==> src/rtl/motor_drive_pkg.sv <==
// rtl/motor_drive_pkg.sv - command encoding and per-channel state enum
package motor_drive_pkg;

  localparam logic [1:0] CMD_FWD   = 2'd0;
  localparam logic [1:0] CMD_REV   = 2'd1;
  localparam logic [1:0] CMD_BRAKE = 2'd2;
  localparam logic [1:0] CMD_COAST = 2'd3;

  typedef enum logic [1:0] {
    ST_BRAKE = 2'd0,
    ST_RUN   = 2'd1,
    ST_DEAD  = 2'd2,
    ST_COAST = 2'd3
  } ch_state_e;

  // Direction pin value requested by a fwd/rev command (1 = forward).
  function automatic logic cmd_dir(input logic [1:0] c);
    return ~c[0];
  endfunction

endpackage

==> src/rtl/motor_drive_ctrl_if.sv <==
// rtl/motor_drive_ctrl_if.sv - command/drive bundle for one or more H-bridge channels
interface motor_drive_ctrl_if #(
  parameter int NCH   = 2,
  parameter int DAC_W = 4
);

  logic [2*NCH-1:0]     cmd;
  logic [DAC_W*NCH-1:0] mag;
  logic [DAC_W*NCH-1:0] m;
  logic [NCH-1:0]       brake;
  logic [NCH-1:0]       direction;
  logic [NCH-1:0]       busy;

  modport master (output cmd, mag, input m, brake, direction, busy);
  modport slave  (input cmd, mag, output m, brake, direction, busy);

endinterface

==> src/rtl/motor_ch_fsm.sv <==
// rtl/motor_ch_fsm.sv - one H-bridge channel: brake/coast/run ramp and reversal dead time
module motor_ch_fsm
  import motor_drive_pkg::*;
#(
  parameter int DAC_W    = 4,
  parameter int DEAD_CYC = 50,
  parameter int BRAKE_M  = 4
) (
  input  logic               clk,
  input  logic               rst_n,
  input  logic               tick,
  motor_drive_ctrl_if.slave  ch
);

  localparam int              CNT_W   = $clog2(DEAD_CYC + 1);
  localparam logic [DAC_W-1:0] BRAKE_V = DAC_W'(BRAKE_M);
  localparam logic [DAC_W-1:0] M_ONE   = DAC_W'(1);
  localparam logic [CNT_W-1:0] DEAD_V  = CNT_W'(DEAD_CYC);
  localparam logic [CNT_W-1:0] C_ONE   = CNT_W'(1);

  ch_state_e        state_q, state_d;
  logic [DAC_W-1:0] m_q, m_d;
  logic             dir_q, dir_d;
  logic             brake_q, brake_d;
  logic [CNT_W-1:0] cnt_q, cnt_d;

  logic             req_dir;
  logic             mismatch;
  logic [DAC_W-1:0] tgt;

  // A pending reversal forces the ramp target to zero before dead time.
  assign req_dir  = cmd_dir(ch.cmd);
  assign mismatch = !ch.cmd[1] && (req_dir != dir_q);
  assign tgt      = mismatch ? '0 : ch.mag;

  always_comb begin
    state_d = state_q;
    m_d     = m_q;
    dir_d   = dir_q;
    cnt_d   = cnt_q;
    if (ch.cmd == CMD_BRAKE) begin
      state_d = ST_BRAKE;
      m_d     = BRAKE_V;
      cnt_d   = '0;
    end else if (ch.cmd == CMD_COAST) begin
      state_d = ST_COAST;
      m_d     = '0;
      cnt_d   = '0;
    end else begin
      case (state_q)
        ST_BRAKE, ST_COAST: begin
          state_d = ST_RUN;
          dir_d   = req_dir;
          m_d     = '0;
        end
        ST_DEAD: begin
          if (cnt_q <= C_ONE) begin
            state_d = ST_RUN;
            dir_d   = req_dir;
            m_d     = '0;
            cnt_d   = '0;
          end else begin
            cnt_d = cnt_q - C_ONE;
          end
        end
        default: begin
          if (mismatch && (m_q == '0)) begin
            state_d = ST_DEAD;
            cnt_d   = DEAD_V;
          end else if (tick && (m_q != tgt)) begin
            m_d = (m_q < tgt) ? (m_q + M_ONE) : (m_q - M_ONE);
          end
        end
      endcase
    end
    brake_d = (state_d == ST_BRAKE) || (state_d == ST_DEAD);
  end

  always_ff @(posedge clk) begin
    if (!rst_n) begin
      state_q <= ST_BRAKE;
      m_q     <= BRAKE_V;
      dir_q   <= 1'b1;
      brake_q <= 1'b1;
      cnt_q   <= '0;
    end else begin
      state_q <= state_d;
      m_q     <= m_d;
      dir_q   <= dir_d;
      brake_q <= brake_d;
      cnt_q   <= cnt_d;
    end
  end

  assign ch.m         = m_q;
  assign ch.brake     = brake_q;
  assign ch.direction = dir_q;
  assign ch.busy      = (state_q == ST_DEAD) || ((state_q == ST_RUN) && (m_q != tgt));

endmodule

==> src/rtl/motor_drive_ctrl.sv <==
// rtl/motor_drive_ctrl.sv - multi-channel H-bridge drive with shared ramp prescaler
module motor_drive_ctrl
  import motor_drive_pkg::*;
#(
  parameter int NCH      = 2,
  parameter int DAC_W    = 4,
  parameter int RAMP_DIV = 1000,
  parameter int DEAD_CYC = 50,
  parameter int BRAKE_M  = 4
) (
  input  logic                 clk,
  input  logic                 rst_n,
  input  logic [2*NCH-1:0]     cmd,
  input  logic [DAC_W*NCH-1:0] mag,
  output logic [DAC_W*NCH-1:0] m,
  output logic [NCH-1:0]       brake,
  output logic [NCH-1:0]       direction,
  output logic [NCH-1:0]       busy
);

  localparam int               PRE_W   = (RAMP_DIV > 1) ? $clog2(RAMP_DIV) : 1;
  localparam logic [PRE_W-1:0] PRE_MAX = PRE_W'(RAMP_DIV - 1);
  localparam logic [PRE_W-1:0] PRE_ONE = PRE_W'(1);

  logic [PRE_W-1:0] pre_q;
  logic             tick;

  // Free-running: every channel steps on the same tick regardless of commands.
  assign tick = (pre_q == PRE_MAX);

  always_ff @(posedge clk) begin
    if (!rst_n) begin
      pre_q <= '0;
    end else if (tick) begin
      pre_q <= '0;
    end else begin
      pre_q <= pre_q + PRE_ONE;
    end
  end

  for (genvar i = 0; i < NCH; i++) begin : g_ch
    motor_drive_ctrl_if #(.NCH(1), .DAC_W(DAC_W)) chb ();

    assign chb.cmd                = cmd[2*i +: 2];
    assign chb.mag                = mag[DAC_W*i +: DAC_W];
    assign m[DAC_W*i +: DAC_W]    = chb.m;
    assign brake[i]               = chb.brake[0];
    assign direction[i]           = chb.direction[0];
    assign busy[i]                = chb.busy[0];

    motor_ch_fsm #(
      .DAC_W    (DAC_W),
      .DEAD_CYC (DEAD_CYC),
      .BRAKE_M  (BRAKE_M)
    ) u_fsm (
      .clk   (clk),
      .rst_n (rst_n),
      .tick  (tick),
      .ch    (chb.slave)
    );
  end

endmodule

==> config.mk <==
export PLATFORM = sky130hd
export DESIGN_NAME = motor_drive_ctrl
export DESIGN_NICKNAME = d
export VERILOG_FILES = /design/src/rtl/motor_drive_pkg.sv /design/src/rtl/motor_drive_ctrl_if.sv /design/src/rtl/motor_ch_fsm.sv /design/src/rtl/motor_drive_ctrl.sv
export SDC_FILE = /design/constraint.sdc
export NUM_CORES = 1
export LEC_CHECK = 0
export BUFFER_PORTS_ARGS = -buffer_cell sky130_fd_sc_hd__buf_2
export CAP_MARGIN = 20
export CORE_MARGIN = 1.5
export CORE_UTILIZATION = 48
export DETAILED_ROUTE_END_ITERATION = 16
export GPL_ROUTABILITY_DRIVEN = 0
export PLACE_DENSITY = 0.66
export SLEW_MARGIN = 20
export SYNTH_ARGS = -nofsm -noshare
export SYNTH_HDL_FRONTEND = slang
export SYNTH_SLANG_ARGS = --single-unit
==> constraint.sdc <==
create_clock -name clk -period 4.1 [get_ports clk]
set_input_delay 0 -clock clk [delete_from_list [all_inputs] [get_ports clk]]
set_output_delay 0 -clock clk [all_outputs]
set_load 0.005 [all_outputs]
==> reports/summary.json, run 1 <==
{
  "synth-xor-area-share": {"value": 5.039, "unit": "%"},
  "vias_per_cell": {"value": 5.325},
  "synthFlopType": {"value": "sky130_fd_sc_hd__dfxtp_1"},
  "criticalPathCategory": {"value": "in -> reg"},
  "setup.worst_path.start_class": {"value": "input pin"},
  "ios": {"value": 28},
  "status": {"value": "finished, final reports clean"},
  "detail_route.drc_violations": {"value": 0},
  "fillerInstances": {"value": 473},
  "post-synth-top-area-cell": {"value": "sky130_fd_sc_hd__dfxtp_1"},
  "fraction_of_final_layout_cells_sized_beyond_drive_strength_1": {"value": 14.79, "unit": "%"},
  "area_delta_synth_final": {"value": 9.820, "unit": "%"},
  "multi_input_comb_area": {"value": 0.001521, "unit": "mm²"},
  "final-setup-viol-count": {"value": 0},
  "synth_compound_gate_area_share": {"value": 19.33, "unit": "%"},
  "grt_use_total": {"value": 19.12, "unit": "%"},
  "crit_path_top_delay_cell": {"value": "sky130_fd_sc_hd__dlygate4sd3_1"},
  "antenna_found_initial": {"value": 0},
  "total_power_density_per_cell_area": {"value": 296.0, "unit": "mW/mm²"},
  "clock-sinks": {"value": 38},
  "timing.final.hold_violations": {"value": 0},
  "routed-via-count": {"value": 2013},
  "clkSlewWorstSetupHoldPaths": {"value": 0.07, "unit": "ns"},
  "end_kind": {"value": "flop"},
  "synth_net_count": {"value": 323},
  "antenna_cells_inserted": {"value": 0},
  "die_w": {"value": 74.21, "unit": "µm"},
  "root_buffer": {"value": "sky130_fd_sc_hd__clkbuf_8"},
  "finalCritPeriodShare": {"value": 67.93, "unit": "%"},
  "power.ir.vdd_worst": {"value": 0.1687, "unit": "mV"},
  "timing.clock.skew": {"value": 0.003186, "unit": "ns"},
  "grt.overflow.total": {"value": 0},
  "drt-wirelength-per-cell": {"value": 12.25, "unit": "µm"},
  "placeableCoreArea": {"value": 0.004817, "unit": "mm²"},
  "layout_min_cycle_time": {"value": 2.785, "unit": "ns"},
  "max_freq": {"value": 359.0, "unit": "MHz"},
  "critical_path_required": {"value": 4.31, "unit": "ns"},
  "placed_cells_incl_taps": {"value": 369},
  "post_synthesis_cell_area": {"value": 0.002434, "unit": "mm²"},
  "yosys_warnings": {"value": 0},
  "die_y": {"value": 74.21, "unit": "µm"},
  "syn_area_per_cell": {"value": 8.509, "unit": "µm²"},
  "placement_rows": {"value": 25},
  "ys_seq_area_share": {"value": 31.26, "unit": "%"},
  "tightestPinTransition": {"value": 0.4803, "unit": "ns"},
  "critPathLaunch": {"value": "cmd[3]"},
  "worst_skew_pair.late_latency": {"value": 0.29, "unit": "ns"},
  "dieArea": {"value": 0.005506, "unit": "mm²"},
  "asyncSetResetFlopFracSynth": {"value": 0, "unit": "%"},
  "tritoncts": {"value": "done"},
  "design.final.nets": {"value": 348},
  "drt_pass1_iterations": {"value": 4},
  "max_cap_violations": {"value": 0},
  "min_path_type": {"value": "in -> reg"},
  "port-buffer-count": {"value": 27},
  "cp_max_fo": {"value": 7},
  "cts_repair_resize_count": {"value": 0},
  "violation_count_after_the_first_detailed_route_iteration": {"value": 59},
  "r2r_end": {"value": "g_ch[1].u_fsm.ch.m[3]$_SDFFE_PP0P_"},
  "rsz0062_at_grt": {"value": "no"},
  "final-seq-area": {"value": 760.7, "unit": "µm²"},
  "synth.area.mux_share": {"value": 0.8226, "unit": "%"},
  "synth-simple-area-share": {"value": 24.88, "unit": "%"},
  "slew-limit-headroom": {"value": 67.73, "unit": "%"},
  "cp_data_arrival_time": {"value": 3.00, "unit": "ns"},
  "slew_violations": {"value": 0},
  "drtAntennaViolNets": {"value": 0},
  "post_synth_inst_count": {"value": 286},
  "combinational_family_with_the_most_area_after_synthesis": {"value": "simple AND/OR/NAND/NOR gates"},
  "detailedPlacementHpwl": {"value": 3.445, "unit": "mm"},
  "grt_pass1_wl": {"value": 8.204, "unit": "mm"},
  "grt_pass1_vias": {"value": 1908},
  "critical_path.most_common_cell": {"value": "sky130_fd_sc_hd__a21oi_1"},
  "yosysUniqueCellTypes": {"value": 55},
  "number_of_cell_instances_on_the_worst_register_to_register_path": {"value": 13},
  "routed_wl": {"value": 4.632, "unit": "mm"},
  "hold_slack": {"value": 0.04187, "unit": "ns"},
  "setup.worst_path.end": {"value": "g_ch[1].u_fsm.ch.m[3]$_SDFFE_PP0P_"},
  "grt_max_degree": {"value": 13},
  "share_of_the_synthesized_area_in_the_top_cell_type": {"value": 31.26, "unit": "%"},
  "critPathMaxStageDelay": {"value": 0.54, "unit": "ns"},
  "r2r_setup_slack": {"value": 1.36, "unit": "ns"},
  "register_bit_total_from_synthesis": {"value": 38},
  "power.leakage": {"value": 0.001096, "unit": "µW"},
  "synth_fa_ha_area_share": {"value": 12.44, "unit": "%"},
  "r2r-start": {"value": "g_ch[1].u_fsm.ch.direction$_SDFFE_PN1P_"},
  "netlist_top_cells_area": {"value": "sky130_fd_sc_hd__dfxtp_1, sky130_fd_sc_hd__ha_1, sky130_fd_sc_hd__a21oi_1, sky130_fd_sc_hd__nor2_1, sky130_fd_sc_hd__xor2_1"},
  "setup_total_negative_slack": {"value": 0, "unit": "ns"},
  "crit_chain": {"value": "dlygate4sd3_1 > buf_2 > inv_1 > nand2_1 > and2_1 > ha_1 > inv_1 > a21oi_1 > o21ai_1 > ha_1 > a21o_1 > a21oi_1 > xnor2_1 > a21oi_1 > a211oi_2"},
  "synth_edf_count": {"value": 0},
  "start_util": {"value": 50.52, "unit": "%"},
  "cts_htree_levels": {"value": 2},
  "clockBufferDepth": {"value": 2},
  "fin_cells": {"value": 378},
  "tritoncts.num_buffers": {"value": 5}
}
==> flip-flops by register name, summed over array words and instances, names as in the netlist <==
signal                   count
g_ch.u_fsm.cnt_q            12
pre_q                       10
g_ch.u_fsm.ch.m              8
g_ch.u_fsm.state_q           4
g_ch.u_fsm.ch.brake          2
g_ch.u_fsm.ch.direction      2
==> routing by layer <==
metal / vias to the layer above / track usage [%] / wire length (µm)
met3: 7 / 4.878 / 120
li1: 1053 / - / -
met5: - / 0 / 0
met2: 21 / 33.93 / 2254
met1: 932 / 22.93 / 2204
met4: 0 / 4.938 / 53
==> layout make-up <==
class,count,share of cell area [%]
Timing Repair Buffer,29,5.805
Clock buffer,7,2.856
Multi-Input combinational cell,217,56.93
Sequential cell,38,28.46
Inverter,20,2.809
Tap cell,67,3.137
==> cells in the mapped netlist (3+ instances only) <==
| cell type | n |
|---|---|
| sky130_fd_sc_hd__nor2_1 | 31 |
| sky130_fd_sc_hd__ha_1 | 21 |
| sky130_fd_sc_hd__nand3_1 | 6 |
| sky130_fd_sc_hd__inv_1 | 20 |
| sky130_fd_sc_hd__nand4b_1 | 3 |
| sky130_fd_sc_hd__o31ai_1 | 3 |
| sky130_fd_sc_hd__nand2b_1 | 5 |
| sky130_fd_sc_hd__xor2_1 | 9 |
| sky130_fd_sc_hd__or3_1 | 3 |
| sky130_fd_sc_hd__nand4_1 | 3 |
| sky130_fd_sc_hd__a21oi_1 | 32 |
| sky130_fd_sc_hd__xnor2_1 | 5 |
| sky130_fd_sc_hd__nor3_1 | 4 |
| sky130_fd_sc_hd__buf_4 | 6 |
| sky130_fd_sc_hd__dfxtp_1 | 38 |
| sky130_fd_sc_hd__and3_1 | 4 |
| sky130_fd_sc_hd__o21ai_0 | 15 |
| sky130_fd_sc_hd__nand2_1 | 20 |
| sky130_fd_sc_hd__nand3b_1 | 4 |
| sky130_fd_sc_hd__a211oi_1 | 3 |
| sky130_fd_sc_hd__nor2b_1 | 3 |
| sky130_fd_sc_hd__and2_1 | 4 |
==> worst max-delay path, delay by kind of cell <==
family,cells,cell delay [ns]
xor+xnor,1,0.17
compound gates,6,1.17
simple gates,2,0.30
buf+inv,4,0.88
fa+ha+maj,2,0.49
==> cells by family (layout without fill, tap and decap cells) <==
logic type | Yosys count | in the layout
and+or+nand+nor | 105 | 105
AOI/OAI and AO/OA | 73 | 73
buffers and inverters | 31 | 56
muxes | 2 | 2
DFF | 38 | 38
adders and majority gates | 23 | 23
xor gates and xnor gates | 14 | 14
==> placed cells by master, fill, tap and decap left out, types with 5 or more instances in the layout <==
cell type	netlist	routed
sky130_fd_sc_hd__xnor2_1	5	5
sky130_fd_sc_hd__clkbuf_8	0	5
sky130_fd_sc_hd__ha_1	21	21
sky130_fd_sc_hd__dfxtp_1	38	38
sky130_fd_sc_hd__xor2_1	9	9
sky130_fd_sc_hd__o21ai_0	15	15
sky130_fd_sc_hd__a21oi_1	32	32
sky130_fd_sc_hd__nand2_1	20	20
sky130_fd_sc_hd__nor2_1	31	31
sky130_fd_sc_hd__nand3_1	6	6
sky130_fd_sc_hd__buf_2	1	27
sky130_fd_sc_hd__nand2b_1	5	5
sky130_fd_sc_hd__inv_1	20	20
==> worst min-delay path by stage <==
stage          startpoint                                 endpoint  slack, ns  cells past startpoint
6_report           cmd[2]  g_ch[1].u_fsm.ch.direction$_SDFFE_PN1P_       0.04                      3
5_1_grt            cmd[2]  g_ch[1].u_fsm.ch.direction$_SDFFE_PN1P_       0.05                      3
4_1_cts            cmd[1]  g_ch[0].u_fsm.ch.direction$_SDFFE_PN1P_       0.03                      3
3_5_place_dp       cmd[3]       g_ch[1].u_fsm.ch.m[2]$_SDFFE_PP1P_       0.23                      2
3_3_place_gp       cmd[3]       g_ch[1].u_fsm.ch.m[2]$_SDFFE_PP1P_       0.23                      2
2_1_floorplan      cmd[3]       g_ch[1].u_fsm.ch.m[2]$_SDFFE_PP1P_       0.10                      1
==> through the flow <==
step	total power (µW)	setup WS, ns	utilization (%)	instance area, µm²
2_1_floorplan	525.4	1.590	-	2434
3_5_place_dp	556.3	1.381	53.48	2576
6_report	791.1	1.315	55.48	2673
4_1_cts	804.6	1.378	55.48	2673
3_3_place_gp	555.3	1.459	53.48	2576
5_1_grt	834.1	1.056	55.48	2673
==> power by group <==
part / switching, µW / internal [µW] / leakage (µW)
registers: 10.0 / 381 / 0.000310
logic: 87.8 / 69.6 / 0.000748
clock network: 125 / 117 / 0.0000383
==> repair_timing <==
action | CTS | global route
buffers inserted | 0 | 0
endpoints found under the hold margin | 4 | 0
setup endpoints to repair | 0 | 0
hold buffers | 2 | 0
(Power assumes the default switching activity.)
==> inputs of run 2 (changes only) <==
- clock period: 4.1 -> 2.8 ns (I/O delays scaled with it)
==> run 2 against run 1 <==
Clock skew about the same. Flip-flop and latch count unchanged. Sequential power up 47%. Register-to-register slack worse by 1.1 ns. Largest power group unchanged. Largest cell class unchanged. Core utilization up 0.70 points. Final cell count up 0.79%. Non-clock buffer count up 2. Setup slack worse by 1.0 ns. Highest routed layer unchanged.
==> reports/summary.json, run 2 (synthesis gave the netlist of run 1 again) <==
{
  "finalCritPeriodShare": {"value": 90.05, "unit": "%"},
  "clock_network_fraction_of_total_power": {"value": 32.5, "unit": "%", "change": "+1.9 points"},
  "vias_per_cell": {"value": 5.299, "change": "-0.49%"},
  "placement_rows": {"value": 25, "change": "unchanged"},
  "dieArea": {"value": 0.005506, "unit": "mm²", "change": "unchanged"},
  "max_freq": {"value": 396.6, "unit": "MHz"},
  "criticalPathCategory": {"value": "reg -> reg"},
  "antenna_found_initial": {"value": 0, "change": "unchanged"},
  "timing.final.hold_violations": {"value": 0, "change": "unchanged"},
  "violation_count_after_the_first_detailed_route_iteration": {"value": 59, "change": "unchanged"},
  "post_cts_buffers": {"value": 0, "change": "unchanged"},
  "fillerInstances": {"value": 489, "change": "+3.4%"},
  "hold_slack": {"value": 0.02539, "unit": "ns", "change": "-0.01649 ns"},
  "multi_input_comb_area": {"value": 0.001525, "unit": "mm²", "change": "+0.25%"},
  "use_met1": {"value": 24.18, "unit": "%", "change": "+1.3 points"},
  "die_y": {"value": 74.21, "unit": "µm", "change": "unchanged"},
  "cts_htree_levels": {"value": 2, "change": "unchanged"},
  "clock-sinks": {"value": 38, "change": "unchanged"},
  "final-setup-viol-count": {"value": 0, "change": "unchanged"},
  "placeableCoreArea": {"value": 0.004817, "unit": "mm²", "change": "unchanged"},
  "grt_pass1_wl": {"value": 8.266, "unit": "mm", "change": "+0.76%"},
  "grt_use_met3": {"value": 5.691, "unit": "%", "change": "+0.81 points"},
  "tightestPinTransition": {"value": 0.4548, "unit": "ns", "change": "-0.02550 ns"},
  "grt_max_degree": {"value": 13, "change": "unchanged"},
  "area_delta_synth_final": {"value": 11.21, "unit": "%"},
  "cp_data_arrival_time": {"value": 2.73, "unit": "ns", "change": "-0.27 ns"},
  "globalRoute.busiestLayer": {"value": "met2"},
  "globalRouteMet2Util": {"value": 32.54, "unit": "%", "change": "-1.4 points"},
  "placed_cells_incl_taps": {"value": 371, "change": "+0.54%"},
  "largest_reg_flops": {"value": 12, "change": "unchanged"},
  "detailedPlacementHpwl": {"value": 3.514, "unit": "mm", "change": "+2.0%"},
  "grt_pass1_vias": {"value": 1861, "change": "-2.5%"},
  "tritoncts": {"value": "done"},
  "p_comb_share": {"value": 20.1, "unit": "%", "change": "+0.2 points"},
  "grt_use_total": {"value": 19.32, "unit": "%", "change": "+0.20 points"},
  "worst_skew_pair.late_latency": {"value": 0.29, "unit": "ns", "change": "about the same"},
  "most_frequent_standard_cell_in_the_layout_excluding_fill_and_tap_cells": {"value": "sky130_fd_sc_hd__dfxtp_1"},
  "routed_wl": {"value": 4.730, "unit": "mm", "change": "+2.1%"},
  "clkSlewWorstSetupHoldPaths": {"value": 0.07, "unit": "ns", "change": "about the same"},
  "setup_total_negative_slack": {"value": 0, "unit": "ns", "change": "unchanged"},
  "total_power_density_per_cell_area": {"value": 446.3, "unit": "mW/mm²", "change": "+51%"},
  "grt.overflow.total": {"value": 0, "change": "unchanged"},
  "max_cap_violations": {"value": 0, "change": "unchanged"},
  "final_core_util": {"value": 56.18, "unit": "%", "change": "+0.70 points"},
  "final-seq-area": {"value": 760.7, "unit": "µm²", "change": "unchanged"},
  "antenna_cells_inserted": {"value": 0, "change": "unchanged"},
  "switchingPower": {"value": 342.0, "unit": "µW", "change": "+53%"},
  "power_report.internal_total": {"value": 865.8, "unit": "µW", "change": "+52%"},
  "tritoncts.num_buffers": {"value": 5, "change": "unchanged"},
  "min_path_type": {"value": "in -> reg"},
  "drtAntennaViolNets": {"value": 0, "change": "unchanged"},
  "fin_cells": {"value": 381, "change": "+0.79%"},
  "start_util": {"value": 50.52, "unit": "%", "change": "unchanged"},
  "slew_violations": {"value": 0, "change": "unchanged"},
  "rsz0062_at_grt": {"value": "no"},
  "r2r_setup_slack": {"value": 0.28, "unit": "ns", "change": "-1.08 ns"},
  "critical_path_required": {"value": 3.01, "unit": "ns", "change": "-1.30 ns"},
  "power.leakage": {"value": 0.001117, "unit": "µW", "change": "+1.9%"},
  "clockBufferDepth": {"value": 2, "change": "unchanged"},
  "fraction_of_final_layout_cells_sized_beyond_drive_strength_1": {"value": 16.24, "unit": "%", "change": "+1.5 points"},
  "drt_pass1_iterations": {"value": 4, "change": "unchanged"},
  "ios": {"value": 28, "change": "unchanged"},
  "port-buffer-count": {"value": 27, "change": "unchanged"},
  "layout.cells.most_common_list": {"value": "sky130_fd_sc_hd__dfxtp_1, sky130_fd_sc_hd__a21oi_1, sky130_fd_sc_hd__nor2_1, sky130_fd_sc_hd__buf_2, sky130_fd_sc_hd__ha_1"},
  "cp_max_fo": {"value": 4, "change": "-3"},
  "detail_route.drc_violations": {"value": 0, "change": "unchanged"},
  "setup.worst_path.start_class": {"value": "flop"},
  "layout_min_cycle_time": {"value": 2.521, "unit": "ns"},
  "root_buffer": {"value": "sky130_fd_sc_hd__clkbuf_8"},
  "routed-via-count": {"value": 2019, "change": "+0.30%"},
  "end_kind": {"value": "flop"},
  "drt-wirelength-per-cell": {"value": 12.41, "unit": "µm", "change": "+1.3%"},
  "power.ir.vdd_worst": {"value": 0.2140, "unit": "mV", "change": "+27%"},
  "timing.clock.skew": {"value": 0.003442, "unit": "ns", "change": "+0.0002561 ns"},
  "largest_register": {"value": "g_ch.u_fsm.cnt_q"},
  "switching_share": {"value": 28.31, "unit": "%", "change": "+0.13 points"},
  "slew-limit-headroom": {"value": 69.45, "unit": "%", "change": "+1.7 points"},
  "die_w": {"value": 74.21, "unit": "µm", "change": "unchanged"},
  "status": {"value": "finished, final reports clean"},
  "share_seq_of_total_power": {"value": 47.5, "unit": "%", "change": "-2.0 points"},
  "design.final.nets": {"value": 350, "change": "+0.57%"}
}
==> run 2: what timing repair did <==
item,in CTS,in global routing
hold buffers,2,0
endpoints found under the hold margin,4,0
setup endpoints to repair,0,1
resized for setup,0,1
==> run 2: worst paths after layout <==
check                                                          endpoint  depth (start not counted)                                     from
worst max register to register       g_ch[0].u_fsm.ch.m[3]$_SDFFE_PP0P_                         12  g_ch[0].u_fsm.ch.direction$_SDFFE_PN1P_
worst min register to register                      pre_q[0]$_SDFF_PP0_                          1                      pre_q[0]$_SDFF_PP0_
worst min-delay path            g_ch[0].u_fsm.ch.direction$_SDFFE_PN1P_                          3                                   cmd[1]
worst max-delay path                 g_ch[0].u_fsm.ch.m[3]$_SDFFE_PP0P_                         12  g_ch[0].u_fsm.ch.direction$_SDFFE_PN1P_
==> run 2: through the flow <==
step                worst slack [ns]  cell area (µm²)  total power (µW)
floorplan                     0.2904             2434             769.4
global placement              0.3168             2591             820.6
detailed placement            0.2282             2591             824.4
CTS                           0.1978             2703              1222
global route                 0.04918             2706              1275
finish                        0.2787             2706              1208
==> run 2: metal layers <==
metal,routed length [µm],vias to the layer above
met5,0,-
met4,57,0
met3,153,5
met2,2177,26
met1,2340,936
li1,-,1052
==> run 2: area by class of cell <==
class	count	share of cell area (%)
clock buffer	7	3.190
clock inverter	1	0.1849
inverter	20	2.774
multi-input combinational	217	56.36
sequential	38	28.11
tap	67	3.098
timing repair buffer	31	6.288
==> run 2: worst max-delay path: stages, from the launching register on <==
cell	delay (ns)
sky130_fd_sc_hd__dfxtp_1	0.33
sky130_fd_sc_hd__xnor2_1	0.19
sky130_fd_sc_hd__nand2_1	0.12
sky130_fd_sc_hd__nand2_1	0.09
sky130_fd_sc_hd__ha_1	0.25
sky130_fd_sc_hd__a21oi_1	0.17
sky130_fd_sc_hd__o21ai_1	0.12
sky130_fd_sc_hd__buf_4	0.17
sky130_fd_sc_hd__ha_1	0.31
sky130_fd_sc_hd__a21oi_2	0.19
sky130_fd_sc_hd__xor2_1	0.18
sky130_fd_sc_hd__a21oi_1	0.08
sky130_fd_sc_hd__a211oi_1	0.22
==> run 2: power groups by stage <==
| stage | Combinational [µW] | Sequential [µW] | Clock (µW) |
|---|---|---|---|
| after global routing | 275 | 575 | 424 |
| after detailed placement | 239 | 586 | 0 |
| after global placement | 235 | 586 | 0 |
| after CTS | 242 | 573 | 406 |
| final | 243 | 573 | 392 |
| after floorplan | 186 | 583 | 0 |
